--- config.mk ---
export PLATFORM = sky130hd
export DESIGN_NAME = perf_event_counter
export DESIGN_NICKNAME = d
export VERILOG_FILES = /design/src/rtl/perf_event_counter.sv
export SDC_FILE = /design/constraint.sdc
export NUM_CORES = 2
export LEC_CHECK = 0
export CAP_MARGIN = 20
export CORE_UTILIZATION = 55
export DETAILED_ROUTE_END_ITERATION = 7
export PLACE_DENSITY = 0.8
export SYNTH_ARGS = -nofsm -noshare
export SYNTH_HDL_FRONTEND = slang
export SYNTH_SLANG_ARGS = --single-unit
export TNS_END_PERCENT = 30
--- constraint.sdc ---
create_clock -name pj_clk -period 6.7 [get_ports pj_clk]
set_clock_uncertainty 0.05 [all_clocks]
set_input_delay 0.67 -clock pj_clk [delete_from_list [all_inputs] [get_ports pj_clk]]
set_output_delay 0.67 -clock pj_clk [all_outputs]
set_load 0.03 [all_outputs]
--- src/rtl/perf_event_counter.sv ---
// ============================================================================
// Module      : perf_event_counter
// Description : Pipeline event counters plus one weighted accumulator, behind a
//               registered register port. Optional macro: PERF_OVF_IRQ_EN.
// Revision    : 1.0 - initial release
// ============================================================================
`default_nettype none

module perf_event_counter #(
    parameter int NUM_EVENTS = 14,
    parameter int CNT_W      = 32
) (
    input  logic                  pj_clk,
    input  logic                  pj_reset,
    input  logic [NUM_EVENTS-1:0] event_in,
    input  logic                  acc_valid,
    input  logic [2:0]            acc_value,
    input  logic                  reg_wr,
    input  logic                  reg_rd,
    input  logic [5:0]            reg_addr,
    input  logic [31:0]           reg_wdata,
    output logic [31:0]           reg_rdata,
    output logic                  reg_rvalid
`ifdef PERF_OVF_IRQ_EN
    ,
    output logic                  perf_irq
`endif
);

    localparam logic [5:0] C_ADDR_CTRL = 6'h00;
    localparam logic [5:0] C_ADDR_EDGE = 6'h01;
    localparam logic [5:0] C_ADDR_OVF  = 6'h02;
    localparam logic [5:0] C_ADDR_IRQ  = 6'h03;
    localparam int         C_ADDR_CNT0 = 32;
    localparam logic [5:0] C_ADDR_ACC  = 6'(C_ADDR_CNT0 + NUM_EVENTS);

    logic [NUM_EVENTS-1:0] ev_s1_q, hist_q;
    logic                  accv_s1_q;
    logic [2:0]            accval_s1_q;

    logic                  en_q, en_d, frz_q, frz_d;
    logic [NUM_EVENTS-1:0] edge_q, edge_d;
    logic [NUM_EVENTS:0]   ovf_q, ovf_d, ovf_set;
    logic [CNT_W-1:0]      cnt_q [NUM_EVENTS];
    logic [CNT_W-1:0]      cnt_d [NUM_EVENTS];
    logic [CNT_W-1:0]      acc_q, acc_d;
    logic [CNT_W:0]        acc_sum;
    logic [31:0]           rdata_q, rdata_d;
    logic                  rvalid_q;
    logic                  count_en, clear;
    logic [NUM_EVENTS-1:0] hit;
`ifdef PERF_OVF_IRQ_EN
    logic [NUM_EVENTS:0]   irq_mask_q, irq_mask_d;
    logic                  irq_q;
`endif

    always_comb begin
        en_d     = en_q;
        frz_d    = frz_q;
        edge_d   = edge_q;
        acc_d    = acc_q;
        ovf_set  = '0;
        rdata_d  = rdata_q;
        count_en = en_q & ~(frz_q & (|ovf_q));
        clear    = reg_wr && (reg_addr == C_ADDR_CTRL) && reg_wdata[1];
`ifdef PERF_OVF_IRQ_EN
        irq_mask_d = irq_mask_q;
        if (reg_wr && reg_addr == C_ADDR_IRQ) irq_mask_d = reg_wdata[NUM_EVENTS:0];
`endif
        // Edge-mode bits need a rising transition relative to the history flop.
        hit = count_en ? (ev_s1_q & ~(edge_q & hist_q)) : '0;

        for (int i = 0; i < NUM_EVENTS; i++) begin
            cnt_d[i] = cnt_q[i];
            if (hit[i]) begin
                cnt_d[i]   = cnt_q[i] + CNT_W'(1);
                ovf_set[i] = &cnt_q[i];
            end
            if (reg_wr && reg_addr == 6'(C_ADDR_CNT0 + i)) begin
                cnt_d[i]   = reg_wdata[CNT_W-1:0];
                ovf_set[i] = 1'b0;
            end
        end

        acc_sum = {1'b0, acc_q} + (CNT_W+1)'(accval_s1_q);
        if (count_en && accv_s1_q) begin
            acc_d               = acc_sum[CNT_W-1:0];
            ovf_set[NUM_EVENTS] = acc_sum[CNT_W];
        end
        if (reg_wr && reg_addr == C_ADDR_ACC) begin
            acc_d               = reg_wdata[CNT_W-1:0];
            ovf_set[NUM_EVENTS] = 1'b0;
        end

        ovf_d = ovf_q;
        if (reg_wr && reg_addr == C_ADDR_OVF) ovf_d = ovf_q & ~reg_wdata[NUM_EVENTS:0];
        ovf_d = ovf_d | ovf_set;

        if (reg_wr && reg_addr == C_ADDR_CTRL) begin
            en_d  = reg_wdata[0];
            frz_d = reg_wdata[2];
        end
        if (reg_wr && reg_addr == C_ADDR_EDGE) edge_d = reg_wdata[NUM_EVENTS-1:0];

        if (clear) begin
            for (int i = 0; i < NUM_EVENTS; i++) cnt_d[i] = '0;
            acc_d = '0;
            ovf_d = '0;
        end

        // Reads see pre-write state, so a same-cycle write is not visible yet.
        if (reg_rd) begin
            rdata_d = '0;
            if (reg_addr == C_ADDR_CTRL) rdata_d = {29'd0, frz_q, 1'b0, en_q};
            if (reg_addr == C_ADDR_EDGE) rdata_d = 32'(edge_q);
            if (reg_addr == C_ADDR_OVF)  rdata_d = 32'(ovf_q);
`ifdef PERF_OVF_IRQ_EN
            if (reg_addr == C_ADDR_IRQ)  rdata_d = 32'(irq_mask_q);
`endif
            for (int i = 0; i < NUM_EVENTS; i++)
                if (reg_addr == 6'(C_ADDR_CNT0 + i)) rdata_d = 32'(cnt_q[i]);
            if (reg_addr == C_ADDR_ACC)  rdata_d = 32'(acc_q);
        end
    end

    always_ff @(posedge pj_clk) begin
        if (pj_reset) begin
            ev_s1_q     <= '0;
            hist_q      <= '0;
            accv_s1_q   <= 1'b0;
            accval_s1_q <= '0;
            en_q        <= 1'b0;
            frz_q       <= 1'b0;
            edge_q      <= '0;
            ovf_q       <= '0;
            acc_q       <= '0;
            rdata_q     <= '0;
            rvalid_q    <= 1'b0;
            for (int i = 0; i < NUM_EVENTS; i++) cnt_q[i] <= '0;
`ifdef PERF_OVF_IRQ_EN
            irq_mask_q  <= '0;
            irq_q       <= 1'b0;
`endif
        end else begin
            ev_s1_q     <= event_in;
            hist_q      <= ev_s1_q;
            accv_s1_q   <= acc_valid;
            accval_s1_q <= acc_value;
            en_q        <= en_d;
            frz_q       <= frz_d;
            edge_q      <= edge_d;
            ovf_q       <= ovf_d;
            acc_q       <= acc_d;
            rdata_q     <= rdata_d;
            rvalid_q    <= reg_rd;
            for (int i = 0; i < NUM_EVENTS; i++) cnt_q[i] <= cnt_d[i];
`ifdef PERF_OVF_IRQ_EN
            irq_mask_q  <= irq_mask_d;
            irq_q       <= |(ovf_q & irq_mask_q);
`endif
        end
    end

    assign reg_rdata  = rdata_q;
    assign reg_rvalid = rvalid_q;
`ifdef PERF_OVF_IRQ_EN
    assign perf_irq   = irq_q;
`endif

endmodule

`default_nettype wire
Word level (Yosys, flattened, before mapping)
Memory sizes are Yosys's and may differ from the RTL's. Index checks and enable logic that the tools add are counted.

$add $sub $neg: 15. Equal/unequal tests: 17. Mux-type cells: 98. Bitwise operators: 23. Reduce and logical (&&, ||, !) cells: 38.

Operators with widths (number): two-way mux 32 bit (61); adder 32 x 1 -> 32 bit, second input constant (14); two-way mux 448 bit (1); AND reduction 32 bit (14); equality test 6 bit, second input constant (15); adder 32 x 3 -> 33 bit (1); two-way mux 1 bit (33); bitwise AND 14 bit (2); logical AND 1 bit (20); bitwise AND 15 bit (1); two-way mux 15 bit (1); inverter 15 bit (1); bitwise OR 15 bit (1); OR reduction 15 bit (1); two-way mux 14 bit (1); inverter 14 bit (1); bitwise OR 1 bit (14); equality test 6 x 1 -> 1 bit, second input constant (1); equality test 6 x 2 -> 1 bit, second input constant (1); logical NOT 6 bit (1); two-way mux 3 bit (1); bitwise AND 1 bit (2); nonzero test 2 bit (1); OR reduction 2 bit (1); inverter 1 bit (1).

Flip-flop bits (word level): 128. Bits in writable memories: 448. Input port bits: 60. Output and inout bits: 33. Word-level logic and storage cells: 203. Memories kept: 1.

Memories: cnt_q (words 14, width 32, rd ports 14, clocked after Yosys merged registers in 0, write ports 14, RTL line 44) `logic [CNT_W-1:0] cnt_q [NUM_EVENTS];`.

Depth between registers and ports, before layout
Depth after elaboration: 19. Gate-level depth with buffers: 10. Depth with buffers taken out: 9.

Worst setup path before layout
No wires, ideal clock.

Kind: input to register. From: in reg_addr[1]. To: reg rdata_q[28] (netlist: reg_rdata[28]). Setup time: 118 ps. Data arrival time: 2561 ps. Data required time: 6532 ps. Slack: 3971 ps. Stages: 8. Buffers on the path: 3. Cells stage by stage: buf_1 -> buf_2 -> clkbuf_1 -> mux4_2 -> a222oi_1 -> o21ai_0 -> o221ai_1 -> nand2_1.

Longest elaborated chain between the ends: 17. Elaborated cells on any way between the ends: 32. Those cells by class: eq/ne (16); mux (16).

Ends and longest elaborated chain: start: declaration (RTL line 20) `input logic [5:0] reg_addr,`; equality test 6 x 2 -> 1 bit (RTL line 116) `if (reg_addr == C_ADDR_OVF) rdata_d = 32'(ovf_q);`; two-way mux 32 bit (RTL line 116); two-way mux 32 bit (14 in a row) (RTL line 121) `if (reg_addr == 6'(C_ADDR_CNT0 + i)) rdata_d = 32'(cnt_q[i]);`; two-way mux 32 bit * (RTL line 122) `if (reg_addr == C_ADDR_ACC) rdata_d = 32'(acc_q);`; end signal: assignment (RTL line 154) `rdata_q <= rdata_d;`; end: declaration (RTL line 48) `logic [31:0] rdata_q, rdata_d;`.

Mark *: on every way between the ends. The rest lies on a longest branch, timed or not. A chain may end at the register's enable or synchronous reset.

==> flow_summary_export.csv <==
group,metric,value,unit
pwr,total_power,7.57,mW
sta,relSlewSlack,16.2,%
synth,synth.most_common_cell,"dfxtp_1",
global_route,antenna_found_initial,17,
global_route,grt_max_degree,143,
detailed_routing,firstDrtPassIters,8,
synth,async_reset_ff_share,0,%
clocking,postCtsSetupBuffers,0,
synth,synthTopCellsByCount,"576 x dfxtp_1, 372 x o21ai_0, 361 x nor2_1, 358 x a21oi_1, 326 x nand2_1",
finish,stdcell_count,4904,
pwr,p_clk_share,45.5,%
detailed_routing,vias,34142,
finish,seq_area,11500,um^2
pwr,power_frac_seq,46.5,%
detailed_routing,drcViolationCount,16,
finish,utilization,61.2,%
pwr,switching_share,26.8,%
global_route,grt_use_total,47.1,%
clocking,cts.sinks,576,
pwr,power.internal,5.54,mW
flow_run,drv_cap,0,
synth,yosys_warnings,0,
detailed_routing,wl,148000,um
finish,fill_cells,5297,
floorplanning,die_w,248,um
clocking,clk_latency,0.66,ns
floorplanning,row_count,89,
synth,ys_ff_latch,576,
placed_design,port_buffers,92,
clocking,hold_buffers,0,
synth,synthAdderAreaFrac,0.702,%
critical_path,worstSetupPathType,"in2reg",
clocking,clk_pin_slew,0.06,ns
synth,synthXorXnorAreaFrac,12.1,%
detailed_routing,antenna_left,0,
pwr,ir_drop,0.203,mV
clocking,htreeDepth,2,
synth,synth_simple_gate_area_share,22.6,%
finish,syn_to_final_growth,9.41,%
critical_path,endpoint_kind,"register",
clocking,cts_buffers,61,
synth,synth_cell_types,88,
sta,finalCritPeriodShare,64.1,%
global_route,grt-ovfl-total,0,
placed_design,gp_congestion,1.09,
detailed_routing,drt_iter0_drc,5674,
synth,synthMuxAreaShare,3.03,%
status,status,"finished, violations left",
synth,netlist_area,33100,um^2
sta,tns,0,ns
pwr,power_frac_comb,8.0,%
sta,fmax,233,MHz
sta,hold_violations,0,
synth,synth_compound_area_share,21.8,%
floorplanning,die_y,248,um
synth,syn-num-nets,4274,
detailed_routing,vias_per_cell,6.96,
clocking,cts-root-buf,"clkbuf_16",
clocking,cts_tree,"yes",
pwr,leakage,11.6,nW
detailed_routing,wire_per_inst,30.1,um
synth,yosys.area.top_type,"dfxtp_1",
critical_path,start_kind,"input port",
sta,drv_slew,0,
sta,fin_crit,4.30,ns
synth,synth_area_leaders,"dfxtp_1 35%, xor2_1 6.1%, xnor2_1 6.1%, o21ai_0 5.6%, a21oi_1 5.4%",
status,violations,"design-rule violations",
pwr,power_density,209,nW/um^2
floorplanning,ios,93,
finish,multi_input_area,20100,um^2
synth,seq_area_frac_synth,34.8,%
synth,syn_inst,4196,
critical_path,cp_max_fo,59,
sta,rsz0062_at_grt,"no",
clocking,cts_buffer_depth,3,
synth,synth-edff-count,0,
sta,setup_violations,0,
synth,synth_top_family_by_area,"simple AND/OR/NAND/NOR gates",
finish,drive_above_1_share,7.14,%
floorplanning,die-area,61300,um^2
global_route,grt_pass1_vias,30130,
floorplanning,start_util,56.0,%
sta,max_slew.worst_pin.slew,1.25,ns
worst_hold_path,hold_class,"reg2reg",
synth,syn_avg_cell_area,7.90,um^2
clocking,cts-resized-gates,0,
placed_design,numPlacedInstances,4777,
floorplanning,core-area,59200,um^2
synth,ys.flop_type,"dfxtp_1",
finish,nets,4152,
placed_design,dpl.hpwl,101000,um
critical_path,worstPathArrival,4.83,ns
pwr,p_switching,2.03,mW
critical_path,required,7.24,ns
synth,synth.top_cell.area_share,34.8,%
global_route,grt_pass1_wl,210000,um
## registers in the layout, summed over array words and instances, names as in the netlist
register     cells
acc_q           32
accv_s1_q        1
accval_s1_q      3
cnt_q          448
edge_q          14
en_q             1
ev_s1_q         14
frz_q            1
hist_q          14
ovf_q           15
reg_rdata       32
reg_rvalid       1
## path summary, 6_finish.rpt
kind          startpoint      endpoint  slack (ns)  cells after the start
max          reg_addr[2]  cnt_q[0][55]        2.40                      8
min           ev_s1_q[4]     hist_q[4]        0.41                      1
min reg2reg   ev_s1_q[4]     hist_q[4]        0.41                      1
max reg2reg     ovf_q[4]      ovf_q[1]        3.00                      6
## layout by cell type, fill, tap and decap left out, types with 18 or more instances in the layout
master,count
buf_2,22
and2_1,19
nand2b_1,19
clkbuf_16,61
nor2b_1,41
a22oi_1,66
and4_1,47
xnor2_1,229
mux2i_1,42
o21ai_0,372
a221oi_1,22
o221ai_1,20
a21oi_1,358
and3_1,90
xor2_1,230
nand3_1,191
inv_1,63
nor4_1,50
clkdlybuf4s50_1,69
o22ai_1,30
mux4_2,18
a211oi_1,187
nand2_1,314
nor3_1,82
dfxtp_1,576
nand4_1,148
clkbuf_1,19
buf_4,68
nor2_1,360
## stage by stage
stage / worst slack, ns / cell area [um^2] / hold slack [ns]
floorplan: 3.97 / 33100 / 0.381
global placement: 1.94 / 34200 / 0.392
detailed placement: 1.83 / 34200 / 0.402
CTS: 2.53 / 36100 / 0.414
global route: 2.12 / 36200 / 0.426
finish: 2.40 / 36300 / 0.411
## worst max-delay path, stage by stage
cell and delay, ns:
clkdlybuf4s50_1 0.72, buf_4 0.36, or4b_2 0.80, nor2_1 0.78, nand2_2 0.80, nor2_1 0.47
nand2_1 0.10, o21ai_0 0.10
## cell families after synthesis
| group | count (synthesis) |
|---|---|
| compound gates | 1190 |
| xor+xnor | 459 |
| fa+ha+maj | 18 |
| buf+inv | 415 |
| flops | 576 |
| mux | 76 |
| simple gates | 1462 |
## final cells by class
cell class,count,share of cell area (%)
Multi-Input combinational cell,3205,55.5
Timing Repair Buffer,167,3.94
Antenna cell,11,0.0759
Clock inverter,24,0.797
Inverter,63,0.652
Sequential cell,576,31.8
Tap cell,773,2.67
Clock buffer,85,4.60
## power by group through the flow
| stage | clock (mW) | combinational (mW) | sequential, mW |
|---|---|---|---|
| final | 3.44 | 0.607 | 3.52 |
| after floorplan | 0 | 0.282 | 3.58 |
| after CTS | 3.43 | 0.572 | 3.52 |
| after global routing | 3.57 | 0.612 | 3.52 |
| after detailed placement | 0 | 0.571 | 3.59 |
| after global placement | 0 | 0.567 | 3.59 |
## per-layer routing
| layer | up-vias | share of wire, % | track usage (%) |
|---|---|---|---|
| li1 | 14997 | - | - |
| met1 | 16024 | 37 | 60.1 |
| met2 | 2455 | 41 | 69.0 |
| met3 | 658 | 13 | 11.1 |
| met4 | 8 | 8.9 | 35.0 |
| met5 | - | 0.035 | 0 |
Note: power is estimated with default switching activity, not from simulation.
